<file path="src/rtl/pwm_pkg.sv">
// Shared definitions for the PWM duty sequencer and the PWM generator.
package pwm_pkg;

    localparam int DUTY_W = 8;

    typedef enum logic [1:0] {
        IDLE = 2'd0,
        UP   = 2'd1,
        DOWN = 2'd2
    } ramp_state_t;

endpackage

</file>
<file path="src/rtl/pwm_tick_div.sv">
// Prescaler for the duty ramp: counts 0..TICK_DIV-1 while enabled and
// emits a single-cycle wrap pulse as the count rolls back to zero.
module pwm_tick_div #(
    parameter int TICK_DIV = 256
) (
    input  logic clk,
    input  logic rst_n,
    input  logic en,
    input  logic clr,
    output logic wrap
);

    localparam int CW = $clog2(TICK_DIV);
    localparam logic [CW-1:0] LAST = CW'(TICK_DIV - 1);

    logic [CW-1:0] cnt_q;
    logic [CW-1:0] cnt_d;

    // Next count: clear wins over counting, and a clear also suppresses the wrap pulse.
    always_comb begin
        cnt_d = cnt_q;
        wrap  = 1'b0;
        if (clr) begin
            cnt_d = '0;
        end else if (en) begin
            if (cnt_q == LAST) begin
                cnt_d = '0;
                wrap  = 1'b1;
            end else begin
                cnt_d = cnt_q + 1'b1;
            end
        end
    end

    // Counter register with synchronous active-low reset.
    always_ff @(posedge clk) begin
        if (!rst_n) begin
            cnt_q <= '0;
        end else begin
            cnt_q <= cnt_d;
        end
    end

endmodule

</file>
<file path="src/rtl/pwm_duty_ramp.sv">
// Soft-start duty sequencer: captures a target duty and slews duty_out toward
// it by at most STEP codes, only once a prescaler interval has elapsed and
// only on a PWM period boundary, so the PWM never sees a mid-period change.
module pwm_duty_ramp
    import pwm_pkg::*;
#(
    parameter int WIDTH    = DUTY_W,
    parameter int TICK_DIV = 256,
    parameter int STEP     = 1
) (
    input  logic             clk,
    input  logic             rst_n,
    input  logic             ena,
    input  logic [WIDTH-1:0] target_in,
    input  logic             load,
    input  logic             period_end,
    output logic [WIDTH-1:0] duty_out,
    output logic             busy,
    output logic             at_target
);

    localparam logic [WIDTH:0] STEP_W = (WIDTH + 1)'(STEP);

    logic [WIDTH-1:0] target_q, target_d;
    logic [WIDTH-1:0] duty_q, duty_d;
    ramp_state_t      state_q, state_d;
    logic             step_due_q, step_due_d;

    logic             tick_en;
    logic             tick_clr;
    logic             wrap;
    logic             tgt_above;
    logic             tgt_below;
    logic             step_fire;
    logic [WIDTH:0]   gap_up;
    logic [WIDTH:0]   gap_dn;
    logic [WIDTH:0]   amt_up;
    logic [WIDTH:0]   amt_dn;

    pwm_tick_div #(
        .TICK_DIV (TICK_DIV)
    ) u_tick_div (
        .clk   (clk),
        .rst_n (rst_n),
        .en    (tick_en),
        .clr   (tick_clr),
        .wrap  (wrap)
    );

    // Step datapath in WIDTH+1 bits; the step is clamped to the remaining gap so it never overshoots.
    always_comb begin
        tgt_above = (target_q > duty_q);
        tgt_below = (target_q < duty_q);
        gap_up    = {1'b0, target_q} - {1'b0, duty_q};
        gap_dn    = {1'b0, duty_q} - {1'b0, target_q};
        amt_up    = (gap_up < STEP_W) ? gap_up : STEP_W;
        amt_dn    = (gap_dn < STEP_W) ? gap_dn : STEP_W;
    end

    // Direction, prescaler control, pending-step flag and duty update.
    always_comb begin
        target_d   = target_q;
        duty_d     = duty_q;
        state_d    = state_q;
        step_due_d = step_due_q;
        tick_en    = 1'b0;
        tick_clr   = 1'b0;
        step_fire  = 1'b0;
        if (ena) begin
            if (load) begin
                target_d = target_in;
            end
            // Every state moves toward the registered target, so one comparison covers IDLE, UP and DOWN.
            if (tgt_above) begin
                state_d = UP;
            end else if (tgt_below) begin
                state_d = DOWN;
            end else begin
                state_d = IDLE;
            end
            tick_en   = (state_q != IDLE);
            tick_clr  = (state_d == IDLE);
            // A step only moves in the current direction; during the one-cycle lag after a retarget it waits.
            step_fire = step_due_q && period_end &&
                        (((state_q == UP) && tgt_above) || ((state_q == DOWN) && tgt_below));
            if (step_fire) begin
                if (state_q == UP) begin
                    duty_d = WIDTH'({1'b0, duty_q} + amt_up);
                end else begin
                    duty_d = WIDTH'({1'b0, duty_q} - amt_dn);
                end
            end
            if (state_d == IDLE) begin
                step_due_d = 1'b0;
            end else begin
                step_due_d = (step_due_q && !step_fire) || wrap;
            end
        end
    end

    // State registers with synchronous active-low reset; ena=0 holds everything via the _d defaults.
    always_ff @(posedge clk) begin
        if (!rst_n) begin
            target_q   <= '0;
            duty_q     <= '0;
            state_q    <= IDLE;
            step_due_q <= 1'b0;
        end else begin
            target_q   <= target_d;
            duty_q     <= duty_d;
            state_q    <= state_d;
            step_due_q <= step_due_d;
        end
    end

    assign duty_out  = duty_q;
    assign busy      = (state_q != IDLE);
    assign at_target = (duty_q == target_q) && (state_q == IDLE);

endmodule
</file>
<file path="config.mk">
export PLATFORM = sky130hd
export DESIGN_NAME = pwm_duty_ramp
export DESIGN_NICKNAME = d
export VERILOG_FILES = /design/src/rtl/pwm_pkg.sv /design/src/rtl/pwm_tick_div.sv /design/src/rtl/pwm_duty_ramp.sv
export SDC_FILE = /design/constraint.sdc
export NUM_CORES = 1
export LEC_CHECK = 0
export ABC_CLOCK_PERIOD_IN_PS = 12200
export CORE_MARGIN = 2
export CORE_UTILIZATION = 35
export DETAILED_ROUTE_END_ITERATION = 8
export PLACE_DENSITY_LB_ADDON = 0.12
export RECOVER_POWER = 50
export SYNTH_ARGS = -nofsm -noshare
export SYNTH_HDL_FRONTEND = slang
export SYNTH_HIERARCHICAL = 1
export SYNTH_SLANG_ARGS = --single-unit
export TNS_END_PERCENT = 5
</file>
<file path="constraint.sdc">
create_clock -name clk -period 12.2 [get_ports clk]
set_clock_uncertainty 0.1 [all_clocks]
set_input_delay 2.44 -clock clk [delete_from_list [all_inputs] [get_ports clk]]
set_output_delay 2.44 -clock clk [all_outputs]
set_load 0.005 [all_outputs]
</file>
# Yosys cells after proc, flatten, opt, wreduce, memory -nomap -nowiden
# Index checks and enable logic that the tools add are counted.
[word_totals] ff_bits=27 inputBits=13 output_inout_bits=10
[classes] order_cmp=4 n_eq_ne=4 n_mux=13 bitwise=1 n_reduce_logical=15 addsub=5
[op_table] cell="two-way mux 8 bit" count=4
[op_table] cell="< comparator 9 x 1 -> 1 bit (second input constant)" count=2
[op_table] cell="subtractor 8 x 8 -> 9 bit" count=2
[op_table] cell="adder 8 x 1 -> 8 bit (second input constant)" count=1
[op_table] cell="adder 8 bit" count=1
[op_table] cell="equality test 8 bit" count=1
[op_table] cell="equality test 8 bit (second input constant)" count=1
[op_table] cell="> comparator 8 bit" count=1
[op_table] cell="< comparator 8 bit" count=1
[op_table] cell="subtractor 8 bit" count=1
[op_table] cell="logical AND 1 bit" count=6
[op_table] cell="two-way mux 1 bit" count=6
[op_table] cell="two-way mux 2 bit" count=3
[op_table] cell="logical NOT 2 bit" count=2
[op_table] cell="AND reduction 2 bit" count=2
[op_table] cell="equality test 2 x 1 -> 1 bit (second input constant)" count=1
[op_table] cell="equality test 2 bit (second input constant)" count=1
[op_table] cell="logical OR 1 bit" count=2
[op_table] cell="nonzero test 2 bit" count=1
[op_table] cell="OR reduction 2 bit" count=1
[op_table] cell="logical NOT 1 bit" count=1
[op_table] cell="inverter 1 bit" count=1

# Logic depth before layout (Yosys ltp)
[logic_depth] ltp_word=9 depth_mapped=19 ltp_nobuf=19

# Cells and area by module
# Netlist, hierarchy kept.
[by_module_without_submodules] mod="pwm_duty_ramp" cells_each=266 instances=1 seq_area_each_um2=380.4 area_each_um2=2075.7
[by_module_without_submodules] mod="pwm_tick_div" cells_each=42 instances=1 seq_area_each_um2=160.2 area_each_um2=365.4

# Least setup slack after synthesis
# OpenSTA, ideal clock, no wires.
[synth_timing] path_kind="register to register" from="register duty_q[1], in the netlist duty_out[1]" to="register duty_q[7], in the netlist duty_out[7]" slack_ns=7.972 n_path_buf=0 t_arrival_ns=4.000 period_less_slack_ns=4.228 path_stages_with_launch=18 required_ns=11.973 setup_ns=0.127 cell_sequence="dfxtp_1 -> inv_1 -> fa_1 -> nand2b_1 -> a21oi_1 -> xnor2_1 -> o211ai_1 -> nor4_4 -> ha_1 -> nor2b_1 -> ha_1 -> a21o_1 -> a211oi_1 -> nor2_1 -> o41ai_2 -> nor3b_1 -> a221oi_2 -> nand4_1"
[synth_between] elab_chain_len=5 elab_cells_between_ends=16 classes_between="add/sub: 4; order compare: 4; mux: 3; reduce/logical: 5"
[synth_rtl] item="from (decl)" line="pwm_duty_ramp.sv:25" rtl="logic [WIDTH-1:0] duty_q, duty_d;"
[synth_rtl] item="from (signal assigned)" line="pwm_duty_ramp.sv:110" rtl="duty_q <= duty_d;"
[synth_rtl] item="subtractor 8 x 8 -> 9 bit (tied with other cells)" line="pwm_duty_ramp.sv:55" rtl="gap_dn = {1'b0, duty_q} - {1'b0, target_q};"
[synth_rtl] item="< comparator 9 x 1 -> 1 bit (tied with other cells)" line="pwm_duty_ramp.sv:57" rtl="amt_dn = (gap_dn < STEP_W) ? gap_dn : STEP_W;"
[synth_rtl] item="two-way mux 8 bit (tied with other cells)" line="pwm_duty_ramp.sv:57"
[synth_rtl] item="subtractor 8 bit (tied with other cells)" line="pwm_duty_ramp.sv:90" rtl="duty_d = WIDTH'({1'b0, duty_q} - amt_dn);"
[synth_rtl] item="two-way mux 8 bit or AND reduction 2 bit (tied branches)"
# Parallel ways exist; a longest one is shown, timed or not.
# A chain may end at the register's enable or synchronous reset.

# Worst setup path in the final report
[layout_timing] from="register duty_q[6], in the netlist duty_out[6]" to="output at_target"
[layout_between] elab_chain_len=2
[layout_rtl] item="equality test 8 bit" line="pwm_duty_ramp.sv:118" rtl="assign at_target = (duty_q == target_q) && (state_q == IDLE);"
[layout_rtl] item="logical AND 1 bit" line="pwm_duty_ramp.sv:118"
[layout_rtl] item="to (decl)" line="pwm_duty_ramp.sv:19" rtl="output logic at_target"
# Every way passes these cells.

==> metrics.md <==
| Metric | Value |
|---|---|
| Cell count after synthesis | a little over 300 |
| Htree depth | 1 |
| IO Port Bufs | 22 |
| DR DRC count | 0 |
| Clock sink total | 27 |
| Hold Crit Depth | 2 |
| Maximum Capacitance Violations | 0 |
| Clock-pin slew on the worst setup and hold paths | approximately 0.10 ns |
| Initial antenna violation count | 0 |
| Distinct cells, synth | between 50 and 60 |
| Total nets after synthesis | 349 |
| Setup CP Type | register to output port |
| Power Density | 78.30 nW/um^2 |
| Core area | just under 7000 sq um |
| Yosys warns | 6 |
| CTS tree | built |
| Post-Syn Area | between 2000 and 2500 sq um |
| Post-CTS Resized | 0 |
| Most area-consuming cells after synthesis | dfxtp_1 22%, ha_1 13%, nor2_1 5.1% |
| Antenna Nets Post-Route | 0 |
| Fmax | between 150 and 200 MHz |
| Post-synth EDFFs | 0 |
| Critical Path End Type | output port |
| Leak | 0.001057 uW |
| Final Hold Viols | 0 |
| Worst Tran Pin Value | approximately 0.94 ns |
| Critical R2R Capture | duty_out[7]$_SDFFE_PN0P_ |
| Number of synthesized register bits | 27 |
| VDD IR max | between 0.04 and 0.05 mV |
| I/O pins | 23 |
| Most numerous cell in the Yosys netlist | nor2_1 |
| Startpoint types | register |
| Adder-cell share of the synthesized area | 0.1527 |
| Largest fanout on the critical path | 10 |
| DRT Pass-1 Iters | 4 |
| Grt ovf | 0 |
| CTS buffer count | 3 |
| Max-slew headroom | 0.3721 |
| Via Count | 2,096 |
| Vias per inst | approximately 5.2 |
| Hold Path End | target_q[2]$_SDFFE_PN0P_ |
| Total chip power | 212.8 uW |
| Syn-to-layout area delta | 11.33% |
| Die Ht | about 88 microns |
| DP Worst Slack | a little over 7 ns |
| R2R depth | 17 |
| Nets@finish | 362 |
| DIE AREA | around 7700 sq um |
| Drt wl/cell | around 14 microns |
| Largest family of logic cells by synthesized area | simple AND/OR/NAND/NOR gates |
| Setup violators final | 0 |
| Antenna Cells | 0 |
| 1st-iter DRT viols | between 50 and 60 |
| HP Start | target_q[2]$_SDFFE_PN0P_ |
| R2R setup slack | roughly 7.3 ns |
| Status | finished, final reports clean |
| Final cell utilization of the core | 0.4022 |
| Xor/xnor share of the synthesized area | 0.05741 |
| # rows | 30 |
| Vias in the first global route | about 1.9k |
| Fin worst setup slack | 7.088 ns |
| Critical Path AT | 2.57 ns |
| Final Max Slew Viols | 0 |
| Clock Latency Late Sink | roughly 0.28 ns |
| Largest net degree at the start of global routing | 24 |
| Detailed-placement wirelength estimate | 4.494 mm |
| Post-synthesis compound-gate area fraction | 0.2086 |
| Sequential share of the synthesized area | 0.2214 |
| Horiz. Die Dim | 87.52 microns |
| Tmin final | slightly above 5 ns |
| Total wire length | 5.664 mm |
| Synthesized area per cell | 7.926 sq um |
| Global router's overall resource usage | 0.1522 |
| Synth Area in Simple Gates | 0.2686 |
| FFs w/ async S/R, synth | 0 |
| Fraction of layout cells with a size suffix above 1 | 0.06563 |
| Clk root buf | clkbuf_8 |
| Initial cell density of the core | 0.3613 |
| Reg2Reg Launch Point | duty_out[1]$_SDFFE_PN0P_ |
| Setup Total Neg Slack | 0 ns |
| First-pass GRT wire length | ~9.2 mm |
| Synth cell count leaders | 33 x nor2_1, 27 x dfxtp_1, 25 x ha_1 |
| Tcrit/Tclk final | 0.4190 |
| RSZ-0062 raised after global routing | no |
| Max Root-Sink Buffers | 2 |
| Critical path data required time | 9.66 ns |
| Hold-fix buffers, CTS | 0 |
| GP Congestion | approximately 0.84 |
| Cell taking the most area after synthesis | dfxtp_1 |
| Ys flop type | dfxtp_1 |
| Mux cell area share after synthesis | 0.02255 |
| HP Class | register to register |
| Share of the synthesized area in the top cell type | 0.2214 |
| Post-CTS setup repair buffer count | 0 |
-- through the flow --
stage | hold WS (ns) | cell area (sq um) | instances
after floorplan | 0.3603 | 2441 | 308
after global placement | 0.3991 | 2669 | 396
after detailed placement | 0.4035 | 2669 | 396
after CTS | 0.4258 | 2718 | 400
after global routing | 0.4447 | 2718 | 400
final | 0.4155 | 2718 | 400
-- flip-flops by register name, indices dropped and copies added (netlist names) --
register and count:
target_q 8, state_q 2, u_tick_div/cnt_q 8, duty_out 8, step_due_q 1
-- where the power goes --
group / switching, uW / internal [uW] / leakage [uW] / total (uW)
clock: 30.3 / 23.3 / 0.0000217 / 53.6
sequential: 2.49 / 90.4 / 0.000219 / 92.9
combinational: 35.6 / 30.7 / 0.000816 / 66.3
-- layer usage --
layer,part of all wire,track usage,vias to the layer above
met1,0.51,0.2220,973
li1,-,-,1094
met3,0.020,0.01422,5
met4,0.012,0.04196,0
met5,0,0,-
met2,0.46,0.2390,24
-- cells in the final DEF (no fill, tap or decap), types with 2 or more instances in the layout --
| master | count |
|---|---|
| ha_1 | 25 |
| a21boi_0 | 9 |
| nand2b_1 | 6 |
| dfxtp_1 | 27 |
| nand2_1 | 23 |
| nor2_1 | 33 |
| a21o_1 | 4 |
| dlygate4sd3_1 | 9 |
| nor3_1 | 6 |
| and3_1 | 2 |
| inv_1 | 19 |
| o21bai_1 | 2 |
| or2_2 | 3 |
| fa_1 | 3 |
| clkdlybuf4s50_1 | 13 |
| xnor2_1 | 9 |
| mux2i_1 | 3 |
| o21ai_1 | 4 |
| o21ai_0 | 6 |
| xor2_1 | 7 |
| o211ai_1 | 3 |
| nand4_1 | 7 |
| and2_1 | 2 |
| clkbuf_8 | 3 |
| nand3_1 | 17 |
| or4_1 | 2 |
| nor3_2 | 2 |
| a211oi_1 | 3 |
| o22ai_1 | 2 |
| or3_1 | 3 |
| nor2b_1 | 13 |
| a21oi_1 | 24 |
| o21a_1 | 3 |
-- cell type report --
| type | instances | area (sq um) |
|---|---|---|
| Timing Repair Buffer | 22 | 220.2 |
| Clock inverter | 1 | 7.507 |
| Inverter | 19 | 71.32 |
| Fill cell | 702 | 4039 |
| Clock buffer | 3 | 41.29 |
| Sequential cell | 27 | 540.5 |
| Tap cell | 80 | 100.1 |
| Multi-Input combinational cell | 248 | 1737 |
-- worst max-delay path by stage --
stage                     depth (start not counted)  slack, ns                      from                        to
after global placement                            7       7.26                       ena  duty_out[7]$_SDFFE_PN0P_
after floorplan                                  17       7.97  duty_out[1]$_SDFFE_PN0P_  duty_out[7]$_SDFFE_PN0P_
after detailed placement                          7       7.19                       ena  duty_out[7]$_SDFFE_PN0P_
after global routing                             17       6.87  duty_out[1]$_SDFFE_PN0P_  duty_out[7]$_SDFFE_PN0P_
final                                             6       7.09  duty_out[6]$_SDFFE_PN0P_                 at_target
after CTS                                         6       7.05  duty_out[6]$_SDFFE_PN0P_                 at_target
-- kinds of logic (layout without fill, tap and decap cells) --
kind of cell	after synthesis	count (layout)
buf+inv	33	45
other cells	1	1
xor+xnor	16	16
fa+ha+maj	28	28
mux	5	5
flops	27	27
simple gates	126	126
compound gates	72	72
-- critical path, stage by stage (launching register included) --
cell             delay [ns]
dfxtp_1                0.41
inv_1                  0.09
ha_1                   0.53
nand4_2                0.25
or2_2                  0.40
nor2_1                 0.11
clkdlybuf4s50_1        0.51
Power figures use the tool's default switching activity.
